`src/rtl/mem_rd_arbiter_pkg.sv`:
```
// Shared encodings for the memory read arbiter.
// Holds FSM states, grant codes and the burst lengths used by the caches.
package mem_rd_arbiter_pkg;

    typedef enum logic [2:0] {
        ST_IDLE = 3'b001,
        ST_REQ  = 3'b010,
        ST_RSP  = 3'b100
    } state_t;

    typedef enum logic [1:0] {
        GRANT_NONE = 2'b00,
        GRANT_IC   = 2'b01,
        GRANT_DC   = 2'b10
    } grant_t;

    localparam logic [7:0] LEN_BURST  = 8'd7;
    localparam logic [7:0] LEN_SINGLE = 8'd0;

endpackage

```
`src/rtl/mem_rd_arbiter_rr_arb2.sv`:
```
// Two-input round-robin picker for the I-Cache / D-Cache read requests.
// Ports: i_ic_valid, i_dc_valid, i_rr_ptr (last served) -> o_grant (one-hot).
module mem_rd_arbiter_rr_arb2
    import mem_rd_arbiter_pkg::*;
(
    input  logic   i_ic_valid,
    input  logic   i_dc_valid,
    input  grant_t i_rr_ptr,
    output grant_t o_grant
);

    always_comb begin
        o_grant = GRANT_NONE;
        if (i_ic_valid && i_dc_valid) begin
            // On a tie the requester that was not served last wins.
            o_grant = (i_rr_ptr == GRANT_IC) ? GRANT_DC : GRANT_IC;
        end else if (i_ic_valid) begin
            o_grant = GRANT_IC;
        end else if (i_dc_valid) begin
            o_grant = GRANT_DC;
        end
    end

endmodule

```
`src/rtl/mem_rd_arbiter.sv`:
```
// Arbitrates I-Cache and D-Cache read channels onto one memory read channel.
// Ports: from_/to_ ic, dc and mem read req/rsp channels; sticky burst_err.
module mem_rd_arbiter
    import mem_rd_arbiter_pkg::*;
#(
    parameter int ADDR_W = 32,
    parameter int DATA_W = 32,
    parameter int LEN_W  = 8
) (
    input  logic              clk,
    input  logic              rst,
    input  logic              from_ic_rd_req_valid,
    input  logic [ADDR_W-1:0] from_ic_rd_req_addr,
    input  logic [LEN_W-1:0]  from_ic_rd_req_len,
    output logic              to_ic_rd_req_ready,
    output logic              to_ic_rd_rsp_valid,
    output logic [DATA_W-1:0] to_ic_rd_rsp_data,
    output logic              to_ic_rd_rsp_last,
    input  logic              from_ic_rd_rsp_ready,
    input  logic              from_dc_rd_req_valid,
    input  logic [ADDR_W-1:0] from_dc_rd_req_addr,
    input  logic [LEN_W-1:0]  from_dc_rd_req_len,
    output logic              to_dc_rd_req_ready,
    output logic              to_dc_rd_rsp_valid,
    output logic [DATA_W-1:0] to_dc_rd_rsp_data,
    output logic              to_dc_rd_rsp_last,
    input  logic              from_dc_rd_rsp_ready,
    output logic              to_mem_rd_req_valid,
    output logic [ADDR_W-1:0] to_mem_rd_req_addr,
    output logic [LEN_W-1:0]  to_mem_rd_req_len,
    input  logic              from_mem_rd_req_ready,
    input  logic              from_mem_rd_rsp_valid,
    input  logic [DATA_W-1:0] from_mem_rd_rsp_data,
    input  logic              from_mem_rd_rsp_last,
    output logic              to_mem_rd_rsp_ready,
    output logic              burst_err
);

    state_t            r_state;
    state_t            w_state_nxt;
    grant_t            r_grant;
    grant_t            r_rr_ptr;
    grant_t            w_pick;
    logic [ADDR_W-1:0] r_addr;
    logic [LEN_W-1:0]  r_len;
    logic [LEN_W:0]    r_beat_cnt;
    logic              r_burst_err;
    logic              w_hs;

    mem_rd_arbiter_rr_arb2 u_rr_arb2 (
        .i_ic_valid (from_ic_rd_req_valid),
        .i_dc_valid (from_dc_rd_req_valid),
        .i_rr_ptr   (r_rr_ptr),
        .o_grant    (w_pick)
    );

    always_comb begin
        w_state_nxt         = r_state;
        w_hs                = 1'b0;
        to_ic_rd_req_ready  = 1'b0;
        to_dc_rd_req_ready  = 1'b0;
        to_ic_rd_rsp_valid  = 1'b0;
        to_ic_rd_rsp_data   = '0;
        to_ic_rd_rsp_last   = 1'b0;
        to_dc_rd_rsp_valid  = 1'b0;
        to_dc_rd_rsp_data   = '0;
        to_dc_rd_rsp_last   = 1'b0;
        to_mem_rd_req_valid = 1'b0;
        to_mem_rd_req_addr  = r_addr;
        to_mem_rd_req_len   = r_len;
        to_mem_rd_rsp_ready = 1'b0;
        unique case (r_state)
            ST_IDLE: begin
                // Stale beats with no owner are accepted and dropped.
                to_mem_rd_rsp_ready = 1'b1;
                to_ic_rd_req_ready  = (w_pick == GRANT_IC);
                to_dc_rd_req_ready  = (w_pick == GRANT_DC);
                if (w_pick != GRANT_NONE) begin
                    w_state_nxt = ST_REQ;
                end
            end
            ST_REQ: begin
                to_mem_rd_req_valid = 1'b1;
                if (from_mem_rd_req_ready) begin
                    w_state_nxt = ST_RSP;
                end
            end
            ST_RSP: begin
                if (r_grant == GRANT_IC) begin
                    to_ic_rd_rsp_valid  = from_mem_rd_rsp_valid;
                    to_ic_rd_rsp_data   = from_mem_rd_rsp_data;
                    to_ic_rd_rsp_last   = from_mem_rd_rsp_last;
                    to_mem_rd_rsp_ready = from_ic_rd_rsp_ready;
                end else if (r_grant == GRANT_DC) begin
                    to_dc_rd_rsp_valid  = from_mem_rd_rsp_valid;
                    to_dc_rd_rsp_data   = from_mem_rd_rsp_data;
                    to_dc_rd_rsp_last   = from_mem_rd_rsp_last;
                    to_mem_rd_rsp_ready = from_dc_rd_rsp_ready;
                end
                w_hs = from_mem_rd_rsp_valid && to_mem_rd_rsp_ready;
                if (w_hs && from_mem_rd_rsp_last) begin
                    w_state_nxt = ST_IDLE;
                end
            end
            default: w_state_nxt = ST_IDLE;
        endcase
        // While reset is held nothing is granted or forwarded upstream.
        if (!rst) begin
            to_ic_rd_req_ready  = 1'b0;
            to_dc_rd_req_ready  = 1'b0;
            to_ic_rd_rsp_valid  = 1'b0;
            to_ic_rd_rsp_data   = '0;
            to_ic_rd_rsp_last   = 1'b0;
            to_dc_rd_rsp_valid  = 1'b0;
            to_dc_rd_rsp_data   = '0;
            to_dc_rd_rsp_last   = 1'b0;
            to_mem_rd_req_valid = 1'b0;
            to_mem_rd_rsp_ready = 1'b1;
        end
    end

    always_ff @(posedge clk) begin
        if (!rst) begin
            r_state     <= ST_IDLE;
            r_grant     <= GRANT_NONE;
            r_rr_ptr    <= GRANT_IC;
            r_addr      <= '0;
            r_len       <= '0;
            r_beat_cnt  <= '0;
            r_burst_err <= 1'b0;
        end else begin
            r_state <= w_state_nxt;
            if (r_state == ST_IDLE && w_pick != GRANT_NONE) begin
                r_grant    <= w_pick;
                r_beat_cnt <= '0;
                if (w_pick == GRANT_DC) begin
                    r_addr <= from_dc_rd_req_addr;
                    r_len  <= from_dc_rd_req_len;
                end else begin
                    r_addr <= from_ic_rd_req_addr;
                    r_len  <= from_ic_rd_req_len;
                end
            end
            if (r_state == ST_RSP && w_hs) begin
                r_beat_cnt <= r_beat_cnt + 1'b1;
                if (from_mem_rd_rsp_last) begin
                    // Count excludes the last beat, so a correct burst has cnt == len.
                    if (r_beat_cnt != {1'b0, r_len}) begin
                        r_burst_err <= 1'b1;
                    end
                    r_rr_ptr <= r_grant;
                    r_grant  <= GRANT_NONE;
                end
            end
        end
    end

    assign burst_err = r_burst_err;

endmodule

```
`config.mk`:
```
export PLATFORM = sky130hd
export DESIGN_NAME = mem_rd_arbiter
export DESIGN_NICKNAME = d
export VERILOG_FILES = /design/src/rtl/mem_rd_arbiter_pkg.sv /design/src/rtl/mem_rd_arbiter_rr_arb2.sv /design/src/rtl/mem_rd_arbiter.sv
export SDC_FILE = /design/constraint.sdc
export NUM_CORES = 1
export LEC_CHECK = 0
export BUFFER_PORTS_ARGS = -buffer_cell sky130_fd_sc_hd__buf_2
export CELL_PAD_IN_SITES_DETAIL_PLACEMENT = 0
export CELL_PAD_IN_SITES_GLOBAL_PLACEMENT = 1
export CORE_ASPECT_RATIO = 1.5
export CORE_UTILIZATION = 28
export CTS_BUF_LIST = sky130_fd_sc_hd__clkbuf_8
export DETAILED_ROUTE_END_ITERATION = 7
export PLACE_DENSITY = 0.93
export SYNTH_ARGS = -nofsm -noshare
export SYNTH_HDL_FRONTEND = slang
export SYNTH_SLANG_ARGS = --single-unit
```
`constraint.sdc`:
```
create_clock -name clk -period 2.6 [get_ports clk]
set_clock_uncertainty 0.05 [all_clocks]
set_input_delay 0.13 -clock clk [delete_from_list [all_inputs] [get_ports clk]]
set_output_delay 0.13 -clock clk [all_outputs]
set_load 0.03 [all_outputs]
```
== Word-level counts from Yosys, hierarchy flattened ==
Index checks and enable logic that the tools add are counted.

* Bits in registers: 57
* Input port bits: 121
* Output and inout port bits: 113
* Word-level logic and storage cells: 78

* Add/subtract/negate cells: 1
* Equality and inequality tests: 12
* Mux-type cells: 48
* Reduce and logical (&&, ||, !) cells: 10

{| class="wikitable"
|+ Operators by type and width
! cell !! count
|-
| $mux W32 || 8
|-
| $mux W1 || 25
|-
| $mux W9 || 2
|-
| $mux W2 || 7
|-
| $add A9 B1 Y9 const B || 1
|-
| $mux W3 || 3
|-
| $ne A9 B8 Y1 || 1
|-
| $pmux W3 S3 || 1
|-
| $mux W8 || 1
|-
| $eq A2 B1 Y1 const B || 3
|-
| $ne A2 B2 Y1 const B || 3
|-
| $reduce_and A3 Y1 || 2
|-
| $logic_and A1 B1 Y1 || 5
|-
| $eq A2 B2 Y1 const B || 2
|-
| $reduce_bool A2 Y1 || 2
|-
| $eq A3 B1 Y1 const B || 1
|-
| $eq A3 B2 Y1 const B || 1
|-
| $eq A3 B3 Y1 const B || 1
|-
| $pmux W1 S2 || 1
|-
| $reduce_and A2 Y1 || 1
|}

== Depth between registers and ports, before layout ==
* Depth in word-level cells: 8
* Depth in mapped cells: 7
* Mapped depth without buffers: 5

== Hierarchy ==
From an unflattened synthesis, not the netlist that was laid out.

* Cell total of the unflattened synthesis: 375
* Area, all modules: 3,236.9 um2

{| class="wikitable"
|+ Modules (own cells, without submodules)
! module !! times used !! cells an instance !! area an instance (um2) !! seq. area each (um2)
|-
| mem_rd_arbiter || 1 || 371 || 3,206.8 || 1,141.1
|-
| mem_rd_arbiter_rr_arb2 || 1 || 4 || 30.0 || 0.0
|}

== Worst setup path after synthesis ==
No wires, ideal clock.

* Path type: register to output
* Start point: register r_state[0]
* End point: output to_dc_rd_rsp_data[10]
* Data arrival time: 1.782 ns
* Data required time: 2.420 ns
* Setup slack: 0.638 ns
* Stages on the path, launching flop included: 6
* Cells stage by stage: dfxtp_1 > clkbuf_1 > nand2b_1 > nor4b_1 > clkbuf_1 > and2_1

* Longest elaborated chain between the ends: 3

{| class="wikitable"
|+ RTL lines
! element !! RTL line !! source
|-
| from (decl) || mem_rd_arbiter.sv:39 || <nowiki>state_t r_state;</nowiki>
|-
| from (signal assigned) || mem_rd_arbiter.sv:132 || <nowiki>r_state <= w_state_nxt;</nowiki>
|-
| $eq A3 B3 Y1 || mem_rd_arbiter.sv:72 || <nowiki>unique case (r_state)</nowiki>
|-
| $mux W32 || mem_rd_arbiter.sv:72 ||
|-
| $mux W32 || mem_rd_arbiter.sv:108 || <nowiki>if (!rst) begin</nowiki>
|-
| to (decl) || mem_rd_arbiter.sv:25 || <nowiki>output logic [DATA_W-1:0] to_dc_rd_rsp_data,</nowiki>
|}

Every way passes these cells.

== Final worst setup path ==
* Start point: register r_state[0]
* End point: output to_ic_rd_rsp_data[31]

* Longest elaborated chain between the ends: 3

{| class="wikitable"
|+ RTL lines
! element !! RTL line !! source
|-
| $eq A3 B3 Y1 || mem_rd_arbiter.sv:72 ||
|-
| $mux W32 || mem_rd_arbiter.sv:72 ||
|-
| $mux W32 || mem_rd_arbiter.sv:108 ||
|-
| to (decl) || mem_rd_arbiter.sv:17 || <nowiki>output logic [DATA_W-1:0] to_ic_rd_rsp_data,</nowiki>
|}

Every way passes these cells.

==> summary.log <==
INFO  outcome        result_of_the_run=complete, no violations
INFO  synth          yosys.area.top_type_share=36.4%
INFO  finish         layout.cells.non_filler=748
INFO  routing        drt-initial-drc-count=120
INFO  timing         maxSlewViolCount=0
INFO  synth          post_syn_area=3140squm
INFO  clocking       worstSkewPairLatency=330ps
INFO  synth          synthXorXnorAreaFrac=2.23%
INFO  clocking       post_cts_buffers=0
INFO  power          vdd.ir_drop.worst=0.414mV
INFO  placement      routabilityCongestion=0.795
INFO  clocking       cts.repair.resized=0
INFO  synth          synth_edf_count=0
INFO  power          p_leak=2.52nW
INFO  min_path       hp-start=from_dc_rd_req_addr[11]
INFO  clocking       cts.hold.buffers_added=0
INFO  synth          post_synth_mux_area_share=13.4%
INFO  timing         layout_min_cycle_time=2190ps
INFO  timing         final_min_period_over_clock_period=84.3%
INFO  routing        wl=10.3mm
INFO  placement      port_buffers=233
INFO  routing        avgViaCountPerCell=4.77
INFO  floorplan      num_io_pins=234
INFO  synth          postSynthAreaPerCell=8.44squm
INFO  clocking       cts_made_buffers=9
INFO  routing        wire_per_inst=13.8um
INFO  synth          synth_fa_ha_area_share=0.399%
INFO  clocking       cts.htree.levels=3
INFO  clocking       cts.root.buffer_cell=sky130_fd_sc_hd__clkbuf_8
INFO  synth          synth_flop_cell=sky130_fd_sc_hd__dfxtp_1
INFO  synth          postSynthNetCount=494
INFO  synth          ys_top_cells_by_area=sky130_fd_sc_hd__dfxtp_1, sky130_fd_sc_hd__and2_1, sky130_fd_sc_hd__mux2i_1, sky130_fd_sc_hd__o21ai_0, sky130_fd_sc_hd__a21oi_1
INFO  clocking       cts_tree=built
INFO  global_routing grt_antenna_before_repair=1
INFO  routing        ant_nets=0
INFO  floorplan      die_w=88.4um
INFO  global_routing globalRouteOverflowTotal=0
INFO  routing        dr.pass1.iters=4
INFO  min_path       hold_path_depth=3
INFO  synth          synth_seq_cells=57
INFO  placement      hpwlAfterDp=7.95mm
INFO  finish         flow.area_growth_from_synthesis=50.4%
INFO  worst_setup_path crit-reg2reg-capture=r_beat_cnt[6]$_SDFFE_PN0P_
INFO  finish         post_route_cells_drive_above_1_share=43.9%
INFO  global_routing global_route_wire_length_before_repair=15.6mm
INFO  timing         timing_hold_violations_final=0
INFO  clocking       cts-root-to-sink-buffers=2
INFO  worst_setup_path cp-start-kind=flip-flop
INFO  synth          async_flop_share=0%
INFO  finish         antenna_diodes=0
INFO  floorplan      die_height=132um
INFO  floorplan      die_area=11600squm
INFO  routing        via_count=3571
INFO  synth          synth_cells=372
INFO  worst_setup_path worstReg2RegStart=r_grant[1]$_SDFF_PN0_
INFO  global_routing grt_start_max_net_pins=83
INFO  worst_setup_path crit_path_max_fanout=32
INFO  finish         layout.cell_area.non_filler=4720squm
INFO  floorplan      num_rows=47
INFO  worst_setup_path setup.worst_path.end_class=output pin
INFO  worst_setup_path timing.critical_path.arrival=2010ps
INFO  synth          yosysTopAreaCell=sky130_fd_sc_hd__dfxtp_1
INFO  synth          synth-compound-area-share=20.4%
INFO  floorplan      initial_core_util=28.5%
INFO  min_path       worstHoldPathType=in2reg
INFO  placement      placed_cells=732
INFO  synth          synth.distinct_cells=42
INFO  worst_setup_path reg2reg_setup_slack=560ps
INFO  synth          synth_top_family_by_area=simple AND/OR/NAND/NOR gates
INFO  timing         achievable-frequency=456MHz
INFO  clocking       clk_transition_reported_paths=70ps
INFO  floorplan      core=11000squm
INFO  timing         totalNegativeSetupSlack=0ps
INFO  worst_setup_path setup.worst_path.class=reg2out
INFO  global_routing grt_pass1_vias=3281
INFO  finish         fill_cells=1084
INFO  clocking       cts_num_sinks=57
INFO  synth          seq_area_frac_synth=36.4%
INFO  worst_setup_path ff2ff_path_depth=4
INFO  timing         grt_setup_unrepaired=no
INFO  placement      dpl_cell_area=4470squm
INFO  routing        remaining_drc_errors=0
INFO  finish         post_layout_utilization_of_the_core=42.9%
INFO  finish         design.final.nets=718
INFO  synth          yosys.area_share.simple=23.2%
INFO  timing         finalSetupViolCount=0
INFO  global_routing globalRouteTotalUtil=17.1%
INFO  min_path       worstHoldEndpoint=to_mem_rd_req_addr[11]$_SDFFE_PN0P_
INFO  timing         relSlewSlack=44.7%
INFO  worst_setup_path required_time_at_the_endpoint_of_the_critical_path=2420ps
INFO  power          pwr_density_cell=581nW/um^2
INFO  synth          synthesis.yosys.warnings=0
INFO  run            maxCapViolCount=0
INFO  timing         tightestPinTransition=828ps
==> how the worst max path moves through the flow <==
stage	startpoint	to	slack (ps)	cells past startpoint
after detailed placement	r_grant[1]$_SDFF_PN0_	r_rr_ptr[0]$_SDFFE_PN1P_	550	4
after global routing	r_state[2]$_SDFFE_PN0P_	to_ic_rd_rsp_data[31]	210	5
after floorplan	r_state[0]$_SDFFE_PN1P_	to_dc_rd_rsp_data[10]	640	5
final	r_state[0]$_SDFFE_PN1P_	to_ic_rd_rsp_data[31]	410	5
after global placement	r_grant[1]$_SDFF_PN0_	r_beat_cnt[6]$_SDFFE_PN0P_	620	4
after CTS	r_state[0]$_SDFFE_PN1P_	to_ic_rd_rsp_data[31]	360	5
==> layer usage <==
layer	up-vias	track usage [%]	wire length [um]
met4	0	5.20	135
met1	1617	17.6	3860
met2	184	31.9	5470
met3	9	5.03	828
li1	1761	-	-
met5	-	0	0
==> area by class of cell <==
type	instances	area, sq um	share of cell area [%]
Sequential cell	57	1140	24.2
Clock buffer	10	138	2.92
Inverter	6	22.5	0.477
Timing Repair Buffer	240	1230	26.1
Tap cell	147	184	3.90
Multi-Input combinational cell	282	1900	40.2
Clock inverter	6	106	2.25
==> Yosys cell counts (2+ instances only) <==
library cell               instances
sky130_fd_sc_hd__a21boi_0          2
sky130_fd_sc_hd__nand2_1           8
sky130_fd_sc_hd__and2_1           69
sky130_fd_sc_hd__and3_1            3
sky130_fd_sc_hd__clkbuf_1         24
sky130_fd_sc_hd__nand3_1           8
sky130_fd_sc_hd__and3b_1           3
sky130_fd_sc_hd__a21oi_1          45
sky130_fd_sc_hd__buf_2             2
sky130_fd_sc_hd__nand2b_1          5
sky130_fd_sc_hd__nor3b_1           3
sky130_fd_sc_hd__xnor2_1           7
sky130_fd_sc_hd__nor2_1            3
sky130_fd_sc_hd__dfxtp_1          57
sky130_fd_sc_hd__o21a_1            2
sky130_fd_sc_hd__nand4_1           3
sky130_fd_sc_hd__nand3b_1          3
sky130_fd_sc_hd__nor2b_1           2
sky130_fd_sc_hd__inv_1             6
sky130_fd_sc_hd__or4_1             3
sky130_fd_sc_hd__o21ai_0          52
sky130_fd_sc_hd__mux2i_1          42
==> cells in the final DEF, fill, tap and decap left out, types with 3 or more instances in the layout <==
cell,count
sky130_fd_sc_hd__buf_2,233
sky130_fd_sc_hd__or4_1,3
sky130_fd_sc_hd__clkbuf_8,10
sky130_fd_sc_hd__nand2b_1,5
sky130_fd_sc_hd__nor2_1,3
sky130_fd_sc_hd__and3_1,3
sky130_fd_sc_hd__and3b_1,3
sky130_fd_sc_hd__mux2i_1,42
sky130_fd_sc_hd__nor3b_1,3
sky130_fd_sc_hd__nand3_1,8
sky130_fd_sc_hd__a21oi_1,44
sky130_fd_sc_hd__buf_4,6
sky130_fd_sc_hd__o21ai_0,52
sky130_fd_sc_hd__nand3b_1,3
sky130_fd_sc_hd__nand2_1,8
sky130_fd_sc_hd__bufinv_16,3
sky130_fd_sc_hd__inv_1,7
sky130_fd_sc_hd__xnor2_1,7
sky130_fd_sc_hd__nand4_1,3
sky130_fd_sc_hd__and2_1,69
sky130_fd_sc_hd__dfxtp_1,57
==> metrics by stage <==
stage | hold slack, ps | total power [mW] | worst slack (ps)
after floorplan | 242 | 1.47 | 638
after global placement | 364 | 1.73 | 621
after detailed placement | 379 | 1.75 | 552
after CTS | 4.64 | 2.78 | 361
after global routing | 32.9 | 2.88 | 213
final | 30.4 | 2.74 | 407
==> worst max-delay path: stages, from the launching register on <==
cell and delay (ps):
sky130_fd_sc_hd__dfxtp_1 390, sky130_fd_sc_hd__nand2b_1 290, sky130_fd_sc_hd__nor4_2 330, sky130_fd_sc_hd__buf_4 310
sky130_fd_sc_hd__and2_1 160, sky130_fd_sc_hd__buf_2 210
==> cell families (layout without fill, tap and decap cells) <==
logic type | count (synthesis) | count (layout)
simple gates | 117 | 117
xor+xnor | 8 | 8
compound gates | 114 | 114
flops | 57 | 57
buf+inv | 33 | 262
mux | 42 | 42
fa+ha+maj | 1 | 1
==> power by group <==
| group | total [mW] | switching [mW] | internal, mW | leakage, nW |
|---|---|---|---|---|
| Sequential | 1.03 | 0.0620 | 0.971 | 0.470 |
| Clock | 1.02 | 0.360 | 0.658 | 0.124 |
| Combinational | 0.692 | 0.442 | 0.250 | 1.93 |
| Total | 2.74 | 0.864 | 1.88 | 2.52 |
==> registers in the layout (all words and copies together), names as in the netlist <==
signal / count
burst_err: 1
r_beat_cnt: 9
r_grant: 2
r_rr_ptr: 2
r_state: 3
to_mem_rd_req_addr: 32
to_mem_rd_req_len: 8
(Power assumes the default switching activity.)
